<file path="config.mk">
export PLATFORM = sky130hd
export DESIGN_NAME = power_sqrt
export DESIGN_NICKNAME = d
export VERILOG_FILES = /design/src/rtl/power_pkg.sv /design/src/rtl/sqrt_stage.sv /design/src/rtl/power_sqrt.sv
export SDC_FILE = /design/constraint.sdc
export NUM_CORES = 1
export LEC_CHECK = 0
export ABC_CLOCK_PERIOD_IN_PS = 5500
export BUFFER_PORTS_ARGS = -buffer_cell sky130_fd_sc_hd__buf_2
export CAP_MARGIN = 40
export CORE_MARGIN = 5
export CORE_UTILIZATION = 35
export DETAILED_ROUTE_END_ITERATION = 8
export GPL_TIMING_DRIVEN = 0
export PLACE_DENSITY = 0.55
export SYNTH_ARGS = -nofsm -noshare
export SYNTH_HDL_FRONTEND = slang
export SYNTH_SLANG_ARGS = --single-unit
</file>
<file path="constraint.sdc">
create_clock -name clk -period 5.5 [get_ports clk]
set_input_delay 0.55 -clock clk [delete_from_list [all_inputs] [get_ports clk]]
set_output_delay 0.55 -clock clk [all_outputs]
set_load 0.005 [all_outputs]
</file>
<file path="src/rtl/power_pkg.sv">
// -----------------------------------------------------------------------------
// power_pkg
//   Shared definitions for the power-domain blocks (square_sum, power_sqrt).
//   Holds the default sample widths, the fixed pipeline latency of the square
//   root, the per-stage record carried down the root pipeline, and a helper
//   that derives the root width from the power width.
// -----------------------------------------------------------------------------
package power_pkg;

  // Default width of an unsigned power sample |x|^2.
  localparam int IN_W_DEF  = 31;

  // Root width: the root of an N-bit value needs ceil(N/2) bits.
  localparam int OUT_W_DEF = (IN_W_DEF + 1) / 2;

  // Zero-extended radicand width and partial-remainder width of the root.
  localparam int X_W_DEF   = 2 * OUT_W_DEF;
  localparam int R_W_DEF   = OUT_W_DEF + 2;

  // Input register + one register per root digit; the output register shares
  // the final edge count (sample at edge N -> out_en after edge N+OUT_W+1).
  localparam int LATENCY   = OUT_W_DEF + 1;

  // One slot of the root pipeline at the default widths.
  typedef struct packed {
    logic                 valid;  // slot holds a live sample
    logic [X_W_DEF-1:0]   x;      // zero-extended radicand
    logic [R_W_DEF-1:0]   r;      // partial remainder
    logic [OUT_W_DEF-1:0] q;      // partial root
  } sqrt_stage_t;

  // Root width needed for a given power width.
  function automatic int half_ceil(input int w);
    return (w + 1) / 2;
  endfunction

endpackage

</file>
<file path="src/rtl/sqrt_stage.sv">
// -----------------------------------------------------------------------------
// sqrt_stage
//   One registered iteration of the digit-by-digit (restoring) integer square
//   root. Stage K consumes radicand bit pair K, counted from the MSB pair.
//
//   Ports
//     clk      in   1         clock, posedge
//     rst      in   1         synchronous active-high reset (clears o_valid)
//     i_valid  in   1         incoming slot holds a live sample
//     i_x      in   2*OUT_W   zero-extended radicand, passed through
//     i_r      in   OUT_W+2   partial remainder from the previous stage
//     i_q      in   OUT_W     partial root from the previous stage
//     o_valid  out  1         registered valid
//     o_x      out  2*OUT_W   registered radicand
//     o_r      out  OUT_W+2   registered updated remainder
//     o_q      out  OUT_W     registered updated root
// -----------------------------------------------------------------------------
module sqrt_stage #(
  parameter int OUT_W = 16,
  parameter int K     = 0
) (
  input  logic               clk,
  input  logic               rst,
  input  logic               i_valid,
  input  logic [2*OUT_W-1:0] i_x,
  input  logic [OUT_W+1:0]   i_r,
  input  logic [OUT_W-1:0]   i_q,
  output logic               o_valid,
  output logic [2*OUT_W-1:0] o_x,
  output logic [OUT_W+1:0]   o_r,
  output logic [OUT_W-1:0]   o_q
);

  localparam int R_W   = OUT_W + 2;
  // Bit position of the low bit of the pair this stage brings down.
  localparam int SHIFT = 2 * (OUT_W - 1 - K);

  logic [1:0]       w_pair;
  logic [R_W-1:0]   w_r_shift;
  logic [R_W-1:0]   w_t;
  logic             w_ge;
  logic [R_W-1:0]   w_r_next;
  logic [OUT_W-1:0] w_q_next;

  logic             r_valid;
  logic [2*OUT_W-1:0] r_x;
  logic [R_W-1:0]   r_r;
  logic [OUT_W-1:0] r_q;

  always_comb begin
    w_pair    = 2'(i_x >> SHIFT);
    // Bring down the next pair; the bits shifted out of r are always zero
    // because r <= 2*q never outgrows the previous stage's partial root.
    w_r_shift = (i_r << 2) | R_W'(w_pair);
    // Trial subtrahend 4q+1: appending a 1 digit adds 2*(2q)+1 to the square.
    w_t       = {i_q, 2'b01};
    w_ge      = (w_r_shift >= w_t);
    w_r_next  = w_ge ? (w_r_shift - w_t) : w_r_shift;
    w_q_next  = (i_q << 1) | OUT_W'(w_ge);
  end

  // NOTE: sequential state uses non-blocking assignments so every stage
  // samples its neighbour's pre-edge value; blocking here would collapse the
  // pipeline into a ripple within one cycle.
  always_ff @(posedge clk) begin
    if (rst) begin
      r_valid <= 1'b0;
    end else begin
      r_valid <= i_valid;
    end
  end

  // NOTE: the data registers carry no reset; the valid bit alone says whether
  // their content means anything, which keeps reset fan-out off the datapath.
  always_ff @(posedge clk) begin
    r_x <= i_x;
    r_r <= w_r_next;
    r_q <= w_q_next;
  end

  assign o_valid = r_valid;
  assign o_x     = r_x;
  assign o_r     = r_r;
  assign o_q     = r_q;

endmodule

</file>
<file path="src/rtl/power_sqrt.sv">
// -----------------------------------------------------------------------------
// power_sqrt
//   Converts a power sample |x|^2 back to a linear magnitude |x| with a fully
//   pipelined digit-by-digit integer square root. One sample per clock, fixed
//   latency OUT_W+1, no backpressure. Same in_en/out_en strobe protocol as the
//   upstream square_sum stage.
//
//   Parameters
//     IN_W   power input width (unsigned)
//     OUT_W  magnitude width, ceil(IN_W/2)
//     ROUND  0 = floor(sqrt); 1 = round-to-nearest, saturated at 2^OUT_W-1
//
//   Ports
//     clk        in   1        clock, posedge
//     rst        in   1        synchronous active-high reset
//     power      in   IN_W     unsigned power sample, valid with in_en
//     in_en      in   1        input strobe, may be high every cycle
//     magnitude  out  OUT_W    root (floor or rounded per ROUND)
//     remainder  out  OUT_W+1  power - floor_root^2, range 0..2*floor_root
//     out_en     out  1        one pulse per accepted sample
// -----------------------------------------------------------------------------
module power_sqrt
  import power_pkg::*;
#(
  parameter int IN_W  = IN_W_DEF,
  parameter int OUT_W = half_ceil(IN_W),
  parameter int ROUND = 0
) (
  input  logic             clk,
  input  logic             rst,
  input  logic [IN_W-1:0]  power,
  input  logic             in_en,
  output logic [OUT_W-1:0] magnitude,
  output logic [OUT_W:0]   remainder,
  output logic             out_en
);

  localparam int X_W = 2 * OUT_W;
  localparam int R_W = OUT_W + 2;

  // Input register.
  logic             r_in_valid;
  logic [X_W-1:0]   r_in_x;

  // Outputs of each root stage; index k is the register after stage k.
  logic             w_valid [0:OUT_W-1];
  logic [X_W-1:0]   w_x     [0:OUT_W-1];
  logic [R_W-1:0]   w_r     [0:OUT_W-1];
  logic [OUT_W-1:0] w_q     [0:OUT_W-1];

  // Output-stage combinational terms.
  logic [OUT_W-1:0] w_q_fin;
  logic [OUT_W:0]   w_rem_fin;
  logic             w_round_up;
  logic [OUT_W-1:0] w_mag_next;

  // Output register.
  logic             r_out_en;
  logic [OUT_W-1:0] r_magnitude;
  logic [OUT_W:0]   r_remainder;

  // ---------------------------------------------------------------------------
  // Input register. in_en is ignored while rst is high because the reset
  // branch wins. An odd IN_W picks up its leading zero from the cast.
  // ---------------------------------------------------------------------------
  always_ff @(posedge clk) begin
    if (rst) begin
      r_in_valid <= 1'b0;
    end else begin
      r_in_valid <= in_en;
    end
  end

  always_ff @(posedge clk) begin
    r_in_x <= X_W'(power);
  end

  // ---------------------------------------------------------------------------
  // Root chain: stage 0 starts from r = 0, q = 0 and handles the MSB pair.
  // ---------------------------------------------------------------------------
  for (genvar k = 0; k < OUT_W; k++) begin : g_stage
    if (k == 0) begin : g_first
      sqrt_stage #(
        .OUT_W (OUT_W),
        .K     (k)
      ) u_stage (
        .clk     (clk),
        .rst     (rst),
        .i_valid (r_in_valid),
        .i_x     (r_in_x),
        .i_r     ({R_W{1'b0}}),
        .i_q     ({OUT_W{1'b0}}),
        .o_valid (w_valid[k]),
        .o_x     (w_x[k]),
        .o_r     (w_r[k]),
        .o_q     (w_q[k])
      );
    end else begin : g_next
      sqrt_stage #(
        .OUT_W (OUT_W),
        .K     (k)
      ) u_stage (
        .clk     (clk),
        .rst     (rst),
        .i_valid (w_valid[k-1]),
        .i_x     (w_x[k-1]),
        .i_r     (w_r[k-1]),
        .i_q     (w_q[k-1]),
        .o_valid (w_valid[k]),
        .o_x     (w_x[k]),
        .o_r     (w_r[k]),
        .o_q     (w_q[k])
      );
    end
  end

  // ---------------------------------------------------------------------------
  // Rounding. sqrt(p) >= q + 1/2 exactly when p - q^2 > q for integers, so the
  // floor remainder alone decides the round-up. The all-ones root cannot grow.
  // ---------------------------------------------------------------------------
  always_comb begin
    w_q_fin    = w_q[OUT_W-1];
    // The final remainder is at most 2*q, so its top bit is always zero.
    w_rem_fin  = (OUT_W+1)'(w_r[OUT_W-1]);
    w_round_up = (ROUND != 0) && (w_rem_fin > {1'b0, w_q_fin}) && !(&w_q_fin);
    w_mag_next = w_q_fin + OUT_W'(w_round_up);
  end

  // ---------------------------------------------------------------------------
  // Output register. Data holds its last value through bubbles.
  // ---------------------------------------------------------------------------
  always_ff @(posedge clk) begin
    if (rst) begin
      r_out_en    <= 1'b0;
      r_magnitude <= '0;
      r_remainder <= '0;
    end else begin
      r_out_en <= w_valid[OUT_W-1];
      if (w_valid[OUT_W-1]) begin
        r_magnitude <= w_mag_next;
        r_remainder <= w_rem_fin;
      end
    end
  end

  assign out_en    = r_out_en;
  assign magnitude = r_magnitude;
  assign remainder = r_remainder;

endmodule

</file>
* Word level (Yosys, flattened, before mapping) *
Cells that the tools add are included.

cells by class
  bitwise operators = 30
  reduce and logical (&&, ||, !) cells = 0
  shift-type cells = 0
  div/mod/pow operators = 0
  muxes and demuxes = 16
  add/sub/neg operators = 16
  $lt $le $gt $ge = 16
  eq/ne operators = 0
  multiply operators = 0

operator list
  cell                                          number
  OR 18 x 2 -> 18 bit                           15
  two-way mux 16 bit                            14
  greater-or-equal comparator 18 x 10 -> 1 bit  1
  greater-or-equal comparator 18 x 11 -> 1 bit  1
  greater-or-equal comparator 18 x 12 -> 1 bit  1
  greater-or-equal comparator 18 x 13 -> 1 bit  1
  greater-or-equal comparator 18 x 14 -> 1 bit  1
  greater-or-equal comparator 18 x 15 -> 1 bit  1
  greater-or-equal comparator 18 x 16 -> 1 bit  1
  greater-or-equal comparator 18 x 17 -> 1 bit  1
  greater-or-equal comparator 18 x 3 -> 1 bit   1
  greater-or-equal comparator 18 x 4 -> 1 bit   1
  greater-or-equal comparator 18 x 5 -> 1 bit   1
  greater-or-equal comparator 18 x 6 -> 1 bit   1
  greater-or-equal comparator 18 x 7 -> 1 bit   1
  greater-or-equal comparator 18 x 8 -> 1 bit   1
  greater-or-equal comparator 18 x 9 -> 1 bit   1
  two-way mux 17 bit                            1
  subtractor 17 bit                             1
  OR 16 x 1 -> 16 bit                           1
  subtractor 16 x 10 -> 16 bit                  1
  subtractor 16 x 11 -> 16 bit                  1
  subtractor 16 x 12 -> 16 bit                  1
  subtractor 16 x 13 -> 16 bit                  1
  other kinds (27)                              27

storage, ports and cells
  memory bits (read-only) = 0
  output and inout bits = 34
  bits in writable memories = 0
  flip-flop bits (word level) = 701
  memories = 0
  bits in latches = 0
  input port bits = 34

* Depth between registers and ports, before layout *
Gate-level depths: netlist of the first run.

  depth in word-level cells = 3
  depth in mapped cells = 12
  mapped depth without buffers = 11

* Cells and area by module *
From an unflattened synthesis of the first run, not the netlist that was laid out.

unflattened totals
  cells, all modules = 3995
  area, all modules = 43585.6 sq um

modules (own cells, without submodules)
  module                                       sequential area each (sq um)  times used  cells each  area each (sq um)
  sqrt_stage (g_stage[2].g_next.u_stage ...)   1341.3                        8           245         2633.8
  sqrt_stage (g_stage[10].g_next.u_stage ...)  1341.3                        6           238         2582.5
  sqrt_stage (g_stage[1].g_next.u_stage)       1341.3                        1           238         2585.0
  sqrt_stage (g_stage[0].g_first.u_stage)      1341.3                        1           226         2553.7
  power_sqrt                                   1321.3                        1           143         1881.8

* Worst setup path before layout of the first run *
OpenSTA, ideal clock, no wires.

  path type = flip-flop to flip-flop
  start point = register g_stage[11].g_next.u_stage.r_q[0]
  end point = register g_stage[12].g_next.u_stage.r_r[4]
  buffers on the path = 0
  slack = 2816 ps
  cell stages (with the launch flop) = 10
  period minus slack after synthesis = 2684 ps
  arrival time = 2563 ps
  cells stage by stage = dfxtp_1 inv_1 ha_1 nor2b_4 o31a_1 a211oi_2 a21oi_2 a21o_2 a2111oi_4 mux2_4

on the way
  longest elaborated chain between the ends = 2

RTL lines
  what                                                                                          line                                RTL
  from (decl)                                                                                   sqrt_stage.sv:48                    logic [OUT_W-1:0] r_q;
  from (signal assigned)                                                                        sqrt_stage.sv:78                    r_q <= w_q_next;
  subtractor 16 x 14 -> 16 bit or greater-or-equal comparator 18 x 14 -> 1 bit (tied branches)  sqrt_stage.sv:58, sqrt_stage.sv:57
  two-way mux 16 bit (*)                                                                        sqrt_stage.sv:58                    w_r_next = w_ge ? (w_r_shift - w_t) : w_r_shift;
  net g_stage[12].g_next.u_stage.w_r_next[4]                                                    sqrt_stage.sv:42                    logic [R_W-1:0] w_r_next;
  to (signal assigned)                                                                          sqrt_stage.sv:77                    r_r <= w_r_next;
  to (decl)                                                                                     sqrt_stage.sv:47                    logic [R_W-1:0] r_r;

Mark *: on every way through the listed nets, which the timed path passes. The rest lies on a longest branch.
A chain may end at the register's enable or synchronous reset.

* Worst setup path after layout of the first run *
  start point = register g_stage[12].g_next.u_stage.r_q[0]
  end point = register g_stage[13].g_next.u_stage.r_r[9]

on the way
  longest elaborated chain between the ends = 2

RTL lines
  what                                                                                          line
  from (decl)                                                                                   sqrt_stage.sv:48
  from (signal assigned)                                                                        sqrt_stage.sv:78
  subtractor 16 x 15 -> 16 bit or greater-or-equal comparator 18 x 15 -> 1 bit (tied branches)  sqrt_stage.sv:58, sqrt_stage.sv:57
  two-way mux 16 bit (*)                                                                        sqrt_stage.sv:58
  net g_stage[13].g_next.u_stage.w_r_next[9]                                                    sqrt_stage.sv:42
  to (signal assigned)                                                                          sqrt_stage.sv:77
  to (decl)                                                                                     sqrt_stage.sv:47

Marked as above.

==> metrics, run 1 <==
Die Ht 272 um; endpoints failing hold 0; power after layout 0.0142 W; Overall Global Routing Usage 11.9%; Clk Latency, worst-skew pair 0.61 ns; Worst Skew 0.0184 ns; final wirelength 44200 um; Critical Path End Type flop; RSZ-0062 raised after global routing no; Post-DP Area 0.0255 sq mm; number of flops mapped to enable cells by yosys 0; crit share post-route 62.4%; Worst VDD drop 0.276 mV; asr flop ratio synth 0%; clock-pin slew on the worst setup and hold paths 0.06 ns; FF+latch count, synth 693; status finished, final reports clean; Post-DRT Antenna Nets 0; startpoint class of the critical path flop; max_cap viols 0; Root Driver clkbuf_16; Synth Area per Inst 10.7 sq um; CP Class flop to flop; largest stage delay on the critical path 0.67 ns; YS warnings 0; Worst R2R Setup Slack 2.07 ns; remaining global-route overflow 0; Final WS setup 2.07 ns; Netlist cell types 73; Fin Setup TNS 0 ns; terminus of the critical flop-to-flop path g_stage[13].g_next.u_stage.o_r[9]$_DFF_P_; core box area 0.0683 sq mm; First-pass DRT Iterations 7; HPWL Detailed 32700 um; post-CTS resize count 0; Max Root-Sink Buffers 3; wire per inst 13.2 um; top post-synthesis cells by area dfxtp_1 58%, ha_1 7.9%, xnor2_1 3.3%; die area 0.0741 sq mm; Worst Hold Class primary input to flop; Slew Viols, Final 0; Worst Setup EP g_stage[13].g_next.u_stage.o_r[9]$_DFF_P_; register area share after synthesis 57.7%; worst-margin pin slew 0.808 ns; vias in the first global route 15600; clock sink count 693; first-pass GRT wire length 73800 um; Synth Flop Type dfxtp_1; share of the synthesized area in the top cell type 57.7%; commonest non-fill, non-tap cells in the layout 693 x dfxtp_1, 187 x inv_1, 157 x nor2_1; Synth Cell Area 0.0241 sq mm; Worst Reg-to-Reg Cells 10; WP data required 5.98 ns; dpl ws 2.03 ns; Ant. Diodes 0; crit-path max FO 10; die width 272 um; crit path cell chain inv_1 -> ha_1 -> nor2b_1 -> o21a_1 -> o21ai_1 -> a21oi_1 -> o41a_1 -> a2bb2oi_1 -> buf_2 -> mux2_2; detailed router's first-iteration violation count 764; Fillers 6510; Vias 15400; site row count 96; H-tree level count 3; share of layout cells above drive strength 1 10.5%; power per cell area 507 mW/mm^2; PortBufs 67; vias per cell 4.60; initial core utilization 35.2%; slowest cell on the critical path a2bb2oi_1; fmax 0.291 GHz; largest net degree at the start of global routing 16; Ports 68; most common cell after layout, fill and taps aside dfxtp_1; Layout Area Growth over Synthesis 16.9%; min Tclk post-route 3.43 ns; Gate Count Post-Synth 2248; post-CTS setup buffers 0; initial antenna violation count 0; Yosys top cell by area dfxtp_1; Synthesized Nets 2434; arrival time worst endpoint 3.92 ns; number of remaining DRC errors 0; Leak Pwr 13.0 nW; CTS buffer count 74; GPL Wtd Cong 0.918; Reg2Reg Launch Point g_stage[12].g_next.u_stage.o_q[0]$_DFF_P_; worst hold slack 0.0542 ns; CTS tree built; Setup-failing EPs final 0; fin nets 2589; worst setup path startpoint g_stage[12].g_next.u_stage.o_q[0]$_DFF_P_; fin area 0.0281 sq mm; slew margin rel. 46.2%
[worst min-delay path by stage]
stage	start	end	slack [ns]	cells after the start
2_1_floorplan	r_in_x[30]$_DFF_P_	g_stage[0].g_first.u_stage.o_q[0]$_DFF_P_	0.31	0
3_3_place_gp	g_stage[11].g_next.u_stage.o_x[3]$_DFF_P_	g_stage[12].g_next.u_stage.o_x[3]$_DFF_P_	0.31	0
3_5_place_dp	r_in_x[30]$_DFF_P_	g_stage[0].g_first.u_stage.o_q[0]$_DFF_P_	0.31	0
4_1_cts	power[3]	r_in_x[3]$_DFF_P_	0.007	1
5_1_grt	power[3]	r_in_x[3]$_DFF_P_	0.01	1
6_report	power[3]	r_in_x[3]$_DFF_P_	0.05	1
[cells in the mapped netlist (7+ instances only)]
cell,instances
nand3_1,29
or3_1,17
nand2b_1,27
nor4_1,23
a21o_1,34
o21bai_1,9
xor2_1,79
a211oi_1,9
xnor2_1,92
o21a_1,38
nand4_1,15
nor3_1,46
mux2i_1,42
o31a_1,7
nand2_1,129
ha_1,152
mux2_2,36
o31ai_1,11
nor3b_1,7
o21ai_0,113
inv_1,187
or2_2,7
buf_2,9
nor2b_1,44
clkbuf_1,26
dfxtp_1,693
nor2_1,157
a21oi_1,113
[power breakdown]
| part | internal, W | switching [W] | total, W |
|---|---|---|---|
| logic | 0.00134 | 0.00156 | 0.00289 |
| clock network | 0.00299 | 0.00197 | 0.00496 |
| registers | 0.00590 | 0.000494 | 0.00639 |
[layout make-up]
class                   count  area, sq um  area share [%]
plain buffers              37          165           0.587
multi-input cells        1330         9320            33.1
well taps                 882         1100            3.92
flip-flops and latches    693        13900            49.3
repair buffers             79          455            1.62
clock inverters            28          299            1.06
inverters                 188          706            2.51
clock buffers             105         2200            7.83
[layer usage]
layer,track usage [%],up-vias,share of wire (%)
li1,-,7898,-
met1,13.8,7057,43
met2,20.6,275,48
met3,2.55,129,4.0
met4,6.20,0,4.7
met5,0,-,0
[registers in the layout, summed over array words and instances (netlist names)]
name / count
remainder: 17
r_in_valid: 1
g_stage.g_first.u_stage.o_r: 1
g_stage.g_next.u_stage.o_q: 135
g_stage.g_first.u_stage.o_q: 1
out_en: 1
magnitude: 16
g_stage.g_next.u_stage.o_valid: 15
g_stage.g_first.u_stage.o_valid: 1
r_in_x: 31
g_stage.g_first.u_stage.o_x: 30
g_stage.g_next.u_stage.o_r: 234
g_stage.g_next.u_stage.o_x: 210
[per-stage QoR]
stage	cells	utilization, %
2_1_floorplan	2248	-
6_report	3342	41.1
3_3_place_gp	3197	37.3
5_1_grt	3342	41.1
3_5_place_dp	3197	37.3
4_1_cts	3342	41.1
[worst max-delay path: cells and delay by family, from the launching register on]
| family | cells | cell delay [ns] |
|---|---|---|
| AOI/OAI and AO/OA | 5 | 1.62 |
| buffers and inverters | 2 | 0.45 |
| muxes | 1 | 0.37 |
| DFF | 1 | 0.34 |
| adders and majority gates | 1 | 0.34 |
| and+or+nand+nor | 1 | 0.19 |
[kinds of logic after synthesis]
group | share of synthesized area [%]
XOR/XNOR | 6.22
buffers and inverters | 3.62
flip-flops | 57.7
other | 0.0156
AO/OA/AOI/OAI | 10.2
multiplexers | 3.49
AND/OR/NAND/NOR | 10.9
adder cells (fa/ha/maj) | 7.90
[timing repair]
action,in CTS,in global routing
endpoints found under the hold margin,12,0
endpoints found under the setup margin,0,0
hold buffers,12,0
No activity file was read; power rests on OpenSTA's default activity.
==> run 2: changes to the inputs <==
--- a/config.mk
+++ b/config.mk
@@ -5,7 +5,7 @@
 export SDC_FILE = /design/constraint.sdc
 export NUM_CORES = 1
 export LEC_CHECK = 0
-export ABC_CLOCK_PERIOD_IN_PS = 5500
+export ABC_CLOCK_PERIOD_IN_PS = 3400
 export BUFFER_PORTS_ARGS = -buffer_cell sky130_fd_sc_hd__buf_2
 export CAP_MARGIN = 40
 export CORE_MARGIN = 5
==> constraint.sdc (replaced) <==
create_clock -name clk -period 3.4 [get_ports clk]
set_input_delay 0.34 -clock clk [delete_from_list [all_inputs] [get_ports clk]]
set_output_delay 0.34 -clock clk [all_outputs]
set_load 0.005 [all_outputs]
==> run 2 against run 1 <==
Compared with the run above:
- via count rose by 0.77%
- clock skew barely moved
- critical endpoint is now g_stage[11].g_next.u_stage.o_r[6]$_DFF_P_
- count of clock-buffer cells in the layout did not move
- cell area rose by 0.86%
- sequential cell count did not move
- non-clock buffer count rose by 22
- register-to-register slack got worse by 1.8 ns
- critical path depth did not move
==> metrics, run 2 (synthesis results as in run 1) <==
initial core utilization 35.2%; commonest non-fill, non-tap cells in the layout 693 x dfxtp_1, 187 x inv_1, 157 x nor2_1; max_cap viols 0; endpoints failing hold 0; Vias 15500; Leak Pwr 13.1 nW; startpoint class of the critical path flop; RSZ-0062 raised after global routing no; Setup-failing EPs final 0; core box area 0.0683 sq mm; vias per cell 4.60; H-tree level count 3; power after layout 0.0231 W; arrival time worst endpoint 3.65 ns; die width 272 um; number of remaining DRC errors 0; fmax 0.315 GHz; power per cell area 814 mW/mm^2; Ant. Diodes 0; clock sink count 693; CTS buffer count 74; Ports 68; most common cell after layout, fill and taps aside dfxtp_1; Int Pwr 0.0166 W; Final WS setup 0.227 ns; Worst Skew 0.0180 ns; routing usage on met2 20.6%; status finished, final reports clean; GRT met1 Usage 13.9%; Fin Setup TNS 0 ns; met3 Use GR 2.54%; worst-margin pin slew 0.806 ns; Overall Global Routing Usage 11.9%; largest stage delay on the critical path 0.42 ns; fin area 0.0284 sq mm; die area 0.0741 sq mm; NetSw 0.00652 W; dpl ws -0.0712 ns; largest net degree at the start of global routing 16; max reg flops 234; slowest cell on the critical path a41oi_1; remaining global-route overflow 0; Layout Area Growth over Synthesis 17.9%; Worst Hold Class flop to flop; Post-DRT Antenna Nets 0; CTS tree built; First-pass DRT Iterations 5; initial antenna violation count 0; GRT Max-Usage Layer met2; Max Root-Sink Buffers 3; share of layout cells above drive strength 1 10.6%; fin nets 2611; Root Driver clkbuf_16; Fillers 6488; switching part of the total 28.2%; Die Ht 272 um; GPL Wtd Cong 0.918; final wirelength 44300 um; PortBufs 67; first-pass GRT wire length 74000 um; Slew Viols, Final 0; slew margin rel. 46.2%; Clock Power Share 34.8%; clock-pin slew on the worst setup and hold paths 0.06 ns; WP data required 3.88 ns; fraction of power consumed by sequential logic 44.8%; Clk Latency, worst-skew pair 0.60 ns; Post-DP Area 0.0255 sq mm; crit path cell chain inv_1 -> ha_1 -> nor2b_1 -> o31a_1 -> nor3_1 -> o21ai_1 -> a41oi_1 -> nand3_1 -> buf_2 -> mux2_2; part of the power in combinational logic 20.5%; wire per inst 13.2 um; detailed router's first-iteration violation count 800; crit share post-route 93.3%; site row count 96; Critical Path End Type flop; HPWL Detailed 32700 um; Worst VDD drop 0.447 mV; worst hold slack 0.317 ns; crit-path max FO 10; CP Class flop to flop; vias in the first global route 15700; min Tclk post-route 3.17 ns
run 2: stage by stage:
stage	utilization, %	std cells
final	41.5	3364
after global routing	41.5	3364
after CTS	41.5	3363
after detailed placement	37.3	3197
after global placement	37.3	3197
after floorplan	-	2248
run 2: critical path: cells and delay by family (launching register included):
kind | cells | cell delay [ns]
simple gates | 3 | 0.78
fa+ha+maj | 1 | 0.39
compound gates | 3 | 0.92
mux | 1 | 0.30
flops | 1 | 0.33
buf+inv | 2 | 0.34
run 2: timing repair:
action / 4_1_cts / 5_1_grt
pin swaps: 0 / 1
setup endpoints to repair: 1 / 28
gates resized for setup: 1 / 5
hold buffers: 33 / 0
setup buffers: 0 / 1
endpoints found under the hold margin: 33 / 0
run 2: worst paths after layout:
kind / from / end / slack, ns / cells after the start
max: g_stage[10].g_next.u_stage.o_q[0]$_DFF_P_ / g_stage[11].g_next.u_stage.o_r[6]$_DFF_P_ / 0.23 / 10
min: r_in_x[1]$_DFF_P_ / g_stage[0].g_first.u_stage.o_x[1]$_DFF_P_ / 0.32 / 0
max reg2reg: g_stage[10].g_next.u_stage.o_q[0]$_DFF_P_ / g_stage[11].g_next.u_stage.o_r[6]$_DFF_P_ / 0.23 / 10
min reg2reg: r_in_x[1]$_DFF_P_ / g_stage[0].g_first.u_stage.o_x[1]$_DFF_P_ / 0.32 / 0
run 2: power groups by stage:
stage,Sequential [W],Clock [W],Combinational (W)
finish,0.0103,0.00803,0.00473
floorplan,0.0102,0,0.00371
global route,0.0105,0.00867,0.00531
detailed placement,0.0105,0,0.00464
global placement,0.0105,0,0.00453
CTS,0.0103,0.00835,0.00471
run 2: final cells by class:
cell class	count	area (sq um)	area share (%)
Timing Repair Buffer	101	673	2.37
Clock buffer	105	2200	7.76
Buffer	37	168	0.591
Inverter	188	706	2.49
Clock inverter	28	299	1.05
Sequential cell	693	13900	48.9
Tap cell	882	1100	3.89
Multi-Input combinational cell	1330	9340	32.9
run 2: metal layers:
metal,vias up,wire length [um]
met3,130,1700
met1,7135,19300
met2,269,21300
met5,-,0
met4,0,2000
li1,7943,-
